`src/rtl/uart_pkg.sv`:
```
// ============================================================================
// Module   : uart_pkg
// Brief    : Shared types and defaults for the UART transmit FIFO slice.
// Revision : 1.0 - initial release
// ============================================================================
`default_nettype none

package uart_pkg;

    localparam int UART_FIFO_DEPTH = 16;

    typedef enum logic [1:0] {
        IDLE   = 2'd0,
        LAUNCH = 2'd1,
        DRAIN  = 2'd2
    } tx_state_t;

endpackage

`default_nettype wire

```
`src/rtl/uart_fifo_mem.sv`:
```
// ============================================================================
// Module   : uart_fifo_mem
// Brief    : DEPTH x 8 register array, one write port, one async read port.
// Revision : 1.0 - initial release
// ============================================================================
`default_nettype none

module uart_fifo_mem #(
    parameter int DEPTH  = 16,
    parameter int ADDR_W = 4
) (
    input  logic              clk,
    input  logic              i_we,
    input  logic [ADDR_W-1:0] i_waddr,
    input  logic [7:0]        i_wdata,
    input  logic [ADDR_W-1:0] i_raddr,
    output logic [7:0]        o_rdata
);

    logic [7:0] r_mem [DEPTH];

    // Storage carries no reset; occupancy is tracked entirely by the pointers.
    always_ff @(posedge clk) begin
        if (i_we) begin
            r_mem[i_waddr] <= i_wdata;
        end
    end

    assign o_rdata = r_mem[i_raddr];

endmodule

`default_nettype wire

```
`src/rtl/uart_tx_fifo.sv`:
```
// ============================================================================
// Module   : uart_tx_fifo
// Brief    : Byte FIFO and launch sequencer feeding the RS-232 transmitter.
//            Define UART_TX_FIFO_OVF_EN to enable the sticky overflow flag.
// Revision : 1.0 - initial release
// ============================================================================
`default_nettype none

module uart_tx_fifo
    import uart_pkg::*;
#(
    parameter int DEPTH  = UART_FIFO_DEPTH,
    parameter int ADDR_W = 4
) (
    input  logic              clk,
    input  logic              rst,
    input  logic [7:0]        wrData,
    input  logic              wrEn,
    output logic              full,
    output logic              empty,
    output logic [ADDR_W:0]   count,
    output logic [7:0]        txByte,
    output logic              txStart,
    input  logic              txBusy,
    output logic              ovf,
    input  logic              ovfClr
);

    localparam logic [ADDR_W:0] c_full_cnt = (ADDR_W+1)'(DEPTH);

    logic [ADDR_W-1:0] r_wr_ptr;
    logic [ADDR_W-1:0] r_rd_ptr;
    logic [ADDR_W:0]   r_count;
    logic [7:0]        r_tx_byte;
    logic              r_tx_start;
    logic [7:0]        w_rd_data;
    logic              w_push;
    logic              w_pop;
    logic              w_load;
    tx_state_t         r_state;
    tx_state_t         w_state_nxt;

    assign full    = (r_count == c_full_cnt);
    assign empty   = (r_count == '0);
    assign count   = r_count;
    assign txByte  = r_tx_byte;
    assign txStart = r_tx_start;

    // The byte in flight stays counted until the transmitter acknowledges it.
    assign w_push = wrEn && !full;
    assign w_pop  = (r_state == LAUNCH) && txBusy;
    assign w_load = (r_state == IDLE) && (w_state_nxt == LAUNCH);

    uart_fifo_mem #(
        .DEPTH  (DEPTH),
        .ADDR_W (ADDR_W)
    ) u_mem (
        .clk     (clk),
        .i_we    (w_push),
        .i_waddr (r_wr_ptr),
        .i_wdata (wrData),
        .i_raddr (r_rd_ptr),
        .o_rdata (w_rd_data)
    );

    always_ff @(posedge clk or posedge rst) begin
        if (rst) begin
            r_wr_ptr <= '0;
            r_rd_ptr <= '0;
            r_count  <= '0;
        end else begin
            if (w_push) r_wr_ptr <= r_wr_ptr + 1'b1;
            if (w_pop)  r_rd_ptr <= r_rd_ptr + 1'b1;
            case ({w_push, w_pop})
                2'b10:   r_count <= r_count + 1'b1;
                2'b01:   r_count <= r_count - 1'b1;
                default: r_count <= r_count;
            endcase
        end
    end

    always_ff @(posedge clk or posedge rst) begin
        if (rst) begin
            r_state    <= IDLE;
            r_tx_start <= 1'b0;
            r_tx_byte  <= '0;
        end else begin
            r_state    <= w_state_nxt;
            r_tx_start <= (w_state_nxt == LAUNCH);
            if (w_load) r_tx_byte <= w_rd_data;
        end
    end

    always_comb begin
        w_state_nxt = r_state;
        case (r_state)
            IDLE:    if (!empty && !txBusy) w_state_nxt = LAUNCH;
            LAUNCH:  if (txBusy)            w_state_nxt = DRAIN;
            DRAIN:   if (!txBusy)           w_state_nxt = IDLE;
            default:                        w_state_nxt = IDLE;
        endcase
    end

`ifdef UART_TX_FIFO_OVF_EN
    logic r_ovf;

    // A drop in the same cycle as a clear keeps the flag set.
    always_ff @(posedge clk or posedge rst) begin
        if (rst) begin
            r_ovf <= 1'b0;
        end else if (wrEn && full) begin
            r_ovf <= 1'b1;
        end else if (ovfClr) begin
            r_ovf <= 1'b0;
        end
    end

    assign ovf = r_ovf;
`else
    logic w_unused_ovf_clr;

    assign w_unused_ovf_clr = ovfClr;
    assign ovf              = 1'b0;
`endif

endmodule

`default_nettype wire

```
`config.mk`:
```
export PLATFORM = sky130hd
export DESIGN_NAME = uart_tx_fifo
export DESIGN_NICKNAME = d
export VERILOG_FILES = /design/src/rtl/uart_pkg.sv /design/src/rtl/uart_fifo_mem.sv /design/src/rtl/uart_tx_fifo.sv
export SDC_FILE = /design/constraint.sdc
export NUM_CORES = 1
export LEC_CHECK = 0
export CAP_MARGIN = 20
export CORE_MARGIN = 2
export CORE_UTILIZATION = 54
export DETAILED_ROUTE_END_ITERATION = 12
export PLACE_DENSITY = 0.75
export RECOVER_POWER = 100
export REMOVE_ABC_BUFFERS = 1
export SLEW_MARGIN = 20
export SYNTH_ARGS = -nofsm -noshare
export SYNTH_HDL_FRONTEND = slang
export SYNTH_SLANG_ARGS = --single-unit
```
`constraint.sdc`:
```
create_clock -name clk -period 2.5 [get_ports clk]
set_input_delay 0.375 -clock clk [delete_from_list [all_inputs] [get_ports clk]]
set_output_delay 0.375 -clock clk [all_outputs]
set_load 0.01 [all_outputs]
```
==> impl_metrics.yaml, run 1 <==
drt:
  vias: 3246
  drtIter0Drc: 391
  drcViolationCount: 0
  wl_mm: 11.68
  ant_nets: 0
  first_pass_iters: 4
  via_per_inst: 5.923
  post_drt_wl_per_cell_um: 21.31
logic_synthesis:
  synthFlopType: "edfxtp_1"
  synth_edf_count: 128
  synthCells: 335
  ys_seq_area_share_pct: 71.50
  post_synth_num_cell_types: 39
  synth_area_mm2: 0.006216
  yosysWarnings: 0
  async_flop_share_pct: 15.79
  synth-seq-cells: 152
  synth_area_per_cell_um2: 18.56
clock_tree:
  cts_setup_buffers: 0
  cts_sinks: 152
  cts_tree: "yes"
  clk_pin_slew_ns: 0.06
  cts.path.max_buffers: 2
  htree_levels: 4
  cts_root_buffer: "clkbuf_16"
  clock_latency_ns: 0.43
  cts-buffers-inserted: 17
cells_and_area:
  fillCellCount: 782
  finalNonFillerCells: 548
  drive_gt1_share_pct: 18.52
  area_growth_pct: 16.95
  fin_nets: 414
  diodes: 0
  utilization_pct: 64.21
  final_common_cell: "edfxtp_1"
  multi_input_area_mm2: 0.001635
  mostFrequentLayoutCells: "edfxtp_1, dfrtp_1, dlygate4sd3_1, clkbuf_1, mux4_2"
  seq_area_mm2: 0.004444
grt:
  antenna_found_initial: 0
  grt-ovfl-total: 0
  grt.total_usage_pct: 20.33
  grt_max_degree: 34
  grt_pass1_wl_mm: 18.12
  grt_pass1_vias: 3255
power_and_ir_drop:
  ir_worst_vdd_mv: 0.6392
  p_total_mw: 8.039
  p_leak_nw: 2.473
  p_per_area_mw_per_mm2: 1106
die:
  die_w_um: 111.3
  rows: 39
  fp.dieH_um: 111.3
  die_area_mm2: 0.01239
  start_util_pct: 54.91
  core-area_mm2: 0.01132
  io_pins: 30
place:
  place_inst: 516
  dp_hpwl_mm: 7.383
  gp_congestion: 0.7834
  io_buffers: 27
timing:
  worstMarginPinSlew_ns: 1.441
  min_period_ns: 2.376
  post-route-period-util_pct: 95.02
  max-slew-margin-rel_pct: 3.911
  timing.fmax_mhz: 420.9
  setup_violations: 0
  hold_viol_final: 0
  hold_ws_ns: 0.5869
  slew_viol_final: 0
  finClkSkew_ns: 0.03249
hold_path:
  hp-start: "r_state[1]$_DFF_PP0_"
  worst_hold_path_type: "flop to flop"
setup_path:
  crit_type: "flop to output port"
  arrival_ns: 2.00
  crit_required_ns: 2.12
  cp-end-kind: "output port"
  cp_max_fo: 8
  critPathLaunchType: "flop"
  rr_startpoint: "count[1]$_DFFE_PP0P_"
  crit_start: "count[1]$_DFFE_PP0P_"
status:
  status: "finished, final reports clean"
run:
  cap_violations: 0
-- sequential cells by signal, summed over array words and instances, names as in the netlist --
signal / cells
u_mem.r_mem: 128
txByte: 8
count: 5
r_rd_ptr: 4
r_wr_ptr: 4
r_state: 2
txStart: 1
-- power by group --
group	total [mW]	leakage (nW)	switching [mW]	internal [mW]
Clock	2.30	0.263	0.976	1.32
Combinational	2.31	0.774	1.16	1.14
Sequential	3.43	1.44	0.284	3.15
-- synthesized netlist by cell type, drive strengths merged, types with 2 or more instances --
| master | n | share of area, % |
|---|---|---|
| edfxtp | 128 | 62 |
| mux4 | 32 | 12 |
| dfrtp | 24 | 9.7 |
| nor2 | 18 | 1.1 |
| o22ai | 16 | 1.6 |
| buf | 12 | 1.4 |
| a21oi | 11 | 0.89 |
| mux2 | 10 | 1.8 |
| clkbuf | 9 | 0.54 |
| ha | 9 | 1.8 |
| nand2 | 9 | 0.54 |
| nor3 | 8 | 0.64 |
| inv | 6 | 0.36 |
| xnor2 | 6 | 0.85 |
| xor2 | 5 | 0.70 |
| nand2b | 4 | 0.40 |
| o21ai | 4 | 0.32 |
| nor2b | 3 | 0.30 |
| a21boi | 2 | 0.36 |
| and2 | 2 | 0.20 |
| and3b | 2 | 0.28 |
| nand4 | 2 | 0.20 |
-- worst max-delay path, cell delays in order, from the launching register on --
cell and delay [ns]:
dfrtp_1 0.37, buf_4 0.16, or4_1 0.65, nor2_1 0.12
dlygate4sd2_1 0.27
-- per-layer routing --
| layer | routed length, um | global-route usage, % | up-vias |
|---|---|---|---|
| met3 | 839 | 6.124 | 12 |
| met4 | 178 | 7.160 | 0 |
| met5 | 0 | 0 | - |
| li1 | - | - | 1459 |
| met2 | 5960 | 32.64 | 119 |
| met1 | 4699 | 26.80 | 1656 |
-- final cells by class --
cell class	count	share of cell area, %
Clock buffer	19	6.231
Clock inverter	13	1.343
Inverter	6	0.3098
Multi-Input combinational cell	156	22.50
Sequential cell	152	61.14
Tap cell	143	2.461
Timing Repair Buffer	59	6.024
-- cell families (layout without fill, tap and decap cells) --
| group | after synthesis | count (layout) | share of synthesized area, % |
|---|---|---|---|
| xor gates and xnor gates | 11 | 11 | 1.550 |
| DFF | 152 | 152 | 71.50 |
| and+or+nand+nor | 54 | 54 | 4.388 |
| muxes | 42 | 42 | 14.19 |
| adders and majority gates | 9 | 9 | 1.812 |
| buffers and inverters | 27 | 97 | 2.274 |
| other | 1 | 1 | 0.06033 |
| AOI/OAI and AO/OA | 39 | 39 | 4.227 |
-- final timing paths --
kind                                                 to  slack, ns  cells after the start
min in group asynchronous          r_state[1]$_DFF_PP0_       0.86                      3
worst max-delay path                              empty       0.12                      4
worst min-delay path                  txStart$_DFF_PP0_       0.59                      1
max in group asynchronous       r_rd_ptr[2]$_DFFE_PP0P_       0.76                      3
worst max register to register     count[4]$_DFFE_PP0P_       0.14                     11
worst min register to register        txStart$_DFF_PP0_       0.59                      1
-- stage by stage --
stage / setup slack (ns) / setup TNS [ns] / instance area, um^2
finish: 0.1244 / 0 / 7269
global route: -0.0006442 / -0.0006442 / 7269
CTS: 0.09115 / 0 / 7348
detailed placement: -0.1211 / -0.1211 / 6800
global placement: -0.05172 / -0.05172 / 6800
floorplan: -0.1651 / -0.2913 / 6097
-- repair_timing --
item	4_1_cts	5_1_grt
endpoints found under the setup margin	2	1
pin swaps	0	0
gates resized for setup	2	3
cloned	0	0
hold buffers	0	0
Power figures use the tool's default switching activity.
==> inputs of run 2 (changes only) <==
- CELL_PAD_IN_SITES_DETAIL_PLACEMENT: default -> 1
- CELL_PAD_IN_SITES_GLOBAL_PLACEMENT: default -> 1
- CORE_UTILIZATION: 54 -> 47
- PLACE_DENSITY: 0.75 -> default
- PLACE_DENSITY_LB_ADDON: default -> 0.1
==> impl_metrics.yaml, run 2 (synthesized netlist as in run 1, its figures left out) <==
die:
  fp.dieH_um: 119
  die_area_mm2: 0.01416
  die_w_um: 119
  start_util_pct: 47.50
  rows: 42
  core-area_mm2: 0.01309
  io_pins: 30
setup_path:
  cp_max_fo: 8
  ff2ff_setup_slack_ns: 0.17
  cp-end-kind: "flop"
  reg2reg_depth: 7
  critPathLaunchType: "flop"
  crit_required_ns: 2.56
  arrival_ns: 2.39
  crit_type: "flop to flop"
  r2r-end: "u_mem.r_mem[12][5]$_DFFE_PP_"
  rr_startpoint: "count[1]$_DFFE_PP0P_"
clock_tree:
  cts_tree: "yes"
  cts_setup_buffers: 0
  htree_levels: 4
  cts.path.max_buffers: 2
  cts-buffers-inserted: 17
  clock_latency_ns: 0.42
  cts_root_buffer: "clkbuf_16"
  cts_hold_buf: 0
  clk_pin_slew_ns: 0.06
  cts_sinks: 152
timing:
  max-slew-margin-rel_pct: 4.784
  post-route-period-util_pct: 93.15
  min_period_ns: 2.329
  grt_setup_unrepaired: "false"
  hold_ws_ns: 0.5266
  hold_viol_final: 0
  timing.fmax_mhz: 429.4
  worstMarginPinSlew_ns: 1.428
  setup_violations: 0
  slew_viol_final: 0
  finClkSkew_ns: 0.005931
cells_and_area:
  fillCellCount: 1178
  area_growth_pct: 18.60
  largest_reg_flops: 128
  final_common_cell: "edfxtp_1"
  multi_input_area_mm2: 0.001643
  final_cell_area_mm2: 0.007372
  regMostFlops: "u_mem.r_mem"
  drive_gt1_share_pct: 21.52
  seq_area_mm2: 0.004446
  diodes: 0
  mostFrequentLayoutCells: "edfxtp_1, dfrtp_1, dlygate4sd3_1, mux4_2, nor2_1"
  fin_nets: 418
grt:
  antenna_found_initial: 0
  grt.total_usage_pct: 19.84
  grt_max_degree: 34
  grt-ovfl-total: 0
  grt_pass1_wl_mm: 19.98
  grt_pass1_vias: 3457
hold_path:
  min_to: "txStart$_DFF_PP0_"
  holdPathStages: 1
  worst_hold_path_type: "flop to flop"
  hp-start: "r_state[1]$_DFF_PP0_"
drt:
  wl_mm: 12.79
  first_pass_iters: 6
  post_drt_wl_per_cell_um: 21.87
  drcViolationCount: 0
  vias: 3210
  ant_nets: 0
  drtIter0Drc: 203
  via_per_inst: 5.487
place:
  gp_congestion: 0.7800
  placed_cell_area_mm2: 0.006859
  dp_hpwl_mm: 8.715
  io_buffers: 27
power_and_ir_drop:
  p_per_area_mw_per_mm2: 1120
  p_leak_nw: 2.539
  ir_worst_vdd_mv: 0.5430
status:
  status: "finished, final reports clean"
run:
  cap_violations: 0
[run 2: worst max path at each step]
| stage | start | endpoint | slack, ns | depth (start not counted) |
|---|---|---|---|---|
| floorplan | count[1]$_DFFE_PP0P_ | count[4]$_DFFE_PP0P_ | -0.17 | 10 |
| global placement | txBusy | count[4]$_DFFE_PP0P_ | -0.07 | 9 |
| detailed placement | txBusy | count[4]$_DFFE_PP0P_ | -0.12 | 9 |
| CTS | count[1]$_DFFE_PP0P_ | count[4]$_DFFE_PP0P_ | 0.06 | 11 |
| global route | count[1]$_DFFE_PP0P_ | u_mem.r_mem[7][1]$_DFFE_PP_ | 0.02 | 7 |
| finish | count[1]$_DFFE_PP0P_ | u_mem.r_mem[12][5]$_DFFE_PP_ | 0.17 | 7 |
[run 2: timing repair]
| action | 4_1_cts | 5_1_grt |
|---|---|---|
| setup endpoints to repair | 2 | 1 |
| resized for setup | 2 | 3 |
| pin swaps | 0 | 1 |
[run 2: power breakdown]
group,internal (mW),total [mW],switching (mW),leakage [nW]
registers,3.15,3.48,0.337,1.43
logic,1.13,2.25,1.12,0.821
clock network,1.55,2.52,0.970,0.283
[run 2: critical path: stages (launching register included)]
cell      delay (ns)
dfrtp_1         0.35
nor4_1          0.06
buf_4           0.14
a21boi_2        0.15
clkbuf_1        0.38
nand2_1         0.23
nor2_1          0.16
clkbuf_1        0.49
[run 2: cell type report]
class	count	area share (%)
timing repair buffer	63	6.195
clock inverter	15	2.155
sequential	152	60.30
multi-input combinational	156	22.28
clock buffer	17	5.771
tap	176	2.987
inverter	6	0.3055
[run 2: stage by stage]
step	total power, mW	TNS (ns)	setup slack, ns	instances	utilization (%)
after floorplan	4.908	-0.2913	-0.1651	314	-
after global placement	5.881	-0.06734	-0.06734	553	52.42
after detailed placement	5.938	-0.1152	-0.1152	553	52.42
after CTS	8.464	0	0.05683	585	56.87
after global routing	8.662	0	0.01567	585	56.34
final	8.253	0	0.1712	585	56.34
[run 2: per-layer routing]
| metal | track usage (%) | routed length, um | vias up |
|---|---|---|---|
| met1 | 25.51 | 5449 | 1658 |
| met5 | 0 | 0 | - |
| met2 | 32.69 | 6560 | 72 |
| met4 | 7.589 | 206 | 0 |
| li1 | - | - | 1465 |
| met3 | 5.029 | 577 | 15 |
==> inputs of run 3 (changes only) <==
- ABC_CLOCK_PERIOD_IN_PS: default -> 2100
- clock period: 2.5 -> 2.1 ns (I/O delays scaled with it)
==> impl_metrics.yaml, run 3 (synthesized netlist as in run 1, its figures left out) <==
clock_tree:
  cts_sinks: 152
  cts-buffers-inserted: 17
  cts_hold_buf: 0
  cts_root_buffer: "clkbuf_16"
  cts.path.max_buffers: 2
  cts_tree: "yes"
  htree_levels: 4
  clk_pin_slew_ns: 0.06
  clock_latency_ns: 0.42
grt:
  antenna_found_initial: 0
  grt_pass1_wl_mm: 21.67
  grt_pass1_vias: 3660
  grt-ovfl-total: 0
  grt.total_usage_pct: 21.48
  grt_max_degree: 34
run:
  cap_violations: 0
cells_and_area:
  largest_reg_flops: 128
  final_common_cell: "edfxtp_1"
  regMostFlops: "u_mem.r_mem"
  fin_nets: 441
  drive_gt1_share_pct: 32.41
  final_cell_area_mm2: 0.007814
  area_growth_pct: 25.70
  finalNonFillerCells: 608
  mostFrequentLayoutCells: "edfxtp_1, buf_4, dfrtp_1, mux4_2, clkbuf_16"
  diodes: 0
drt:
  first_pass_iters: 4
  ant_nets: 0
  drcViolationCount: 0
  vias: 3351
  wl_mm: 14.19
  post_drt_wl_per_cell_um: 23.34
  drtIter0Drc: 190
  via_per_inst: 5.512
timing:
  max-slew-margin-rel_pct: 4.816
  hold_ws_ns: 0.5651
  hold_viol_final: 0
  grt_setup_unrepaired: "true"
  timing.fmax_mhz: 443.3
  slew_viol_final: 0
  worstMarginPinSlew_ns: 1.428
  post-route-period-util_pct: 107.4
  setup_violations: 5
  layout_setup_ws_ns: -0.1557
  min_period_ns: 2.256
  finClkSkew_ns: 0.007884
  fin_tns_setup_ns: -0.4252
place:
  dp_hpwl_mm: 9.060
  gp_congestion: 0.7943
  io_buffers: 27
  place_inst: 569
  placed_cell_area_mm2: 0.007017
setup_path:
  critPathLaunchType: "flop"
  crit_type: "flop to flop"
  arrival_ns: 2.55
  ff2ff_setup_slack_ns: -0.16
  crit_required_ns: 2.39
  cp_max_fo: 4
  cp-end-kind: "flop"
power_and_ir_drop:
  pwr-share-seq_pct: 37.5
  combPwrFrac_pct: 30.9
  pwr-share-clk_pct: 31.7
  p_per_area_mw_per_mm2: 1376
  p_sw_share_pct: 29.05
  p_sw_mw: 3.123
  p_total_mw: 10.75
  intPower_mw: 7.627
  ir_worst_vdd_mv: 0.8552
  p_leak_nw: 2.770
die:
  core-area_mm2: 0.01309
  io_pins: 30
  start_util_pct: 47.50
  die_w_um: 119
  fp.dieH_um: 119
  die_area_mm2: 0.01416
  rows: 42
hold_path:
  worst_hold_path_type: "flop to flop"
status:
  violations: "negative setup slack"
  status: "finished with violations"
-- run 3: timing repair --
action / in CTS / in global routing
hold endpoints to repair: 0 / 0
pin swaps: 4 / 10
setup endpoints to repair: 5 / 6
setup buffers: 2 / 5
resized for setup: 18 / 13
-- run 3: layer usage --
metal	global-route usage [%]	up-vias	share of wire (%)
li1	-	1500	-
met1	27.53	1735	41
met2	36.10	100	53
met3	4.741	16	5.0
met4	7.961	0	1.6
met5	0	-	0
-- run 3: worst paths after layout --
path | depth (start not counted) | to | from
worst max-delay path | 11 | count[4]$_DFFE_PP0P_ | count[1]$_DFFE_PP0P_
worst min-delay path | 2 | txByte[3]$_DFFE_PP0P_ | txByte[3]$_DFFE_PP0P_
worst max register to register | 11 | count[4]$_DFFE_PP0P_ | count[1]$_DFFE_PP0P_
worst min register to register | 2 | txByte[3]$_DFFE_PP0P_ | txByte[3]$_DFFE_PP0P_
max in group asynchronous | 3 | r_rd_ptr[1]$_DFFE_PP0P_ | rst
min in group asynchronous | 3 | txByte[7]$_DFFE_PP0P_ | rst
-- run 3: per-stage QoR --
step	worst slack (ns)	util, %
final	-0.1557	59.72
after floorplan	-0.5651	-
after CTS	-0.09400	59.04
after global placement	-0.3504	53.62
after global routing	-0.2888	59.72
after detailed placement	-0.4989	53.62
-- run 3: final cells by class --
| type | instances | area [um^2] |
|---|---|---|
| Fill cell | 1158 | 5271 |
| Clock inverter | 13 | 214.0 |
| Sequential cell | 152 | 4446 |
| Inverter | 6 | 22.52 |
| Timing Repair Buffer | 86 | 739.5 |
| Tap cell | 176 | 220.2 |
| Multi-Input combinational cell | 156 | 1719 |
| Clock buffer | 19 | 452.9 |
-- run 3: power groups by stage --
stage               Combinational, mW  Sequential, mW  Clock [mW]
floorplan                        1.53            4.31           0
global placement                 3.13            4.05           0
detailed placement               3.18            4.07           0
CTS                              3.27            4.02        3.46
global route                     3.60            4.08        3.56
finish                           3.32            4.03        3.40
-- run 3: worst max-delay path, cell delays in order (launching register included) --
cell      delay, ns
dfrtp_1        0.39
nor4_2         0.27
buf_4          0.17
a21boi_4       0.05
inv_2          0.08
ha_4           0.17
xor2_2         0.07
ha_2           0.20
o211a_1        0.24
buf_4          0.15
o41ai_2        0.26
nor4b_2        0.09
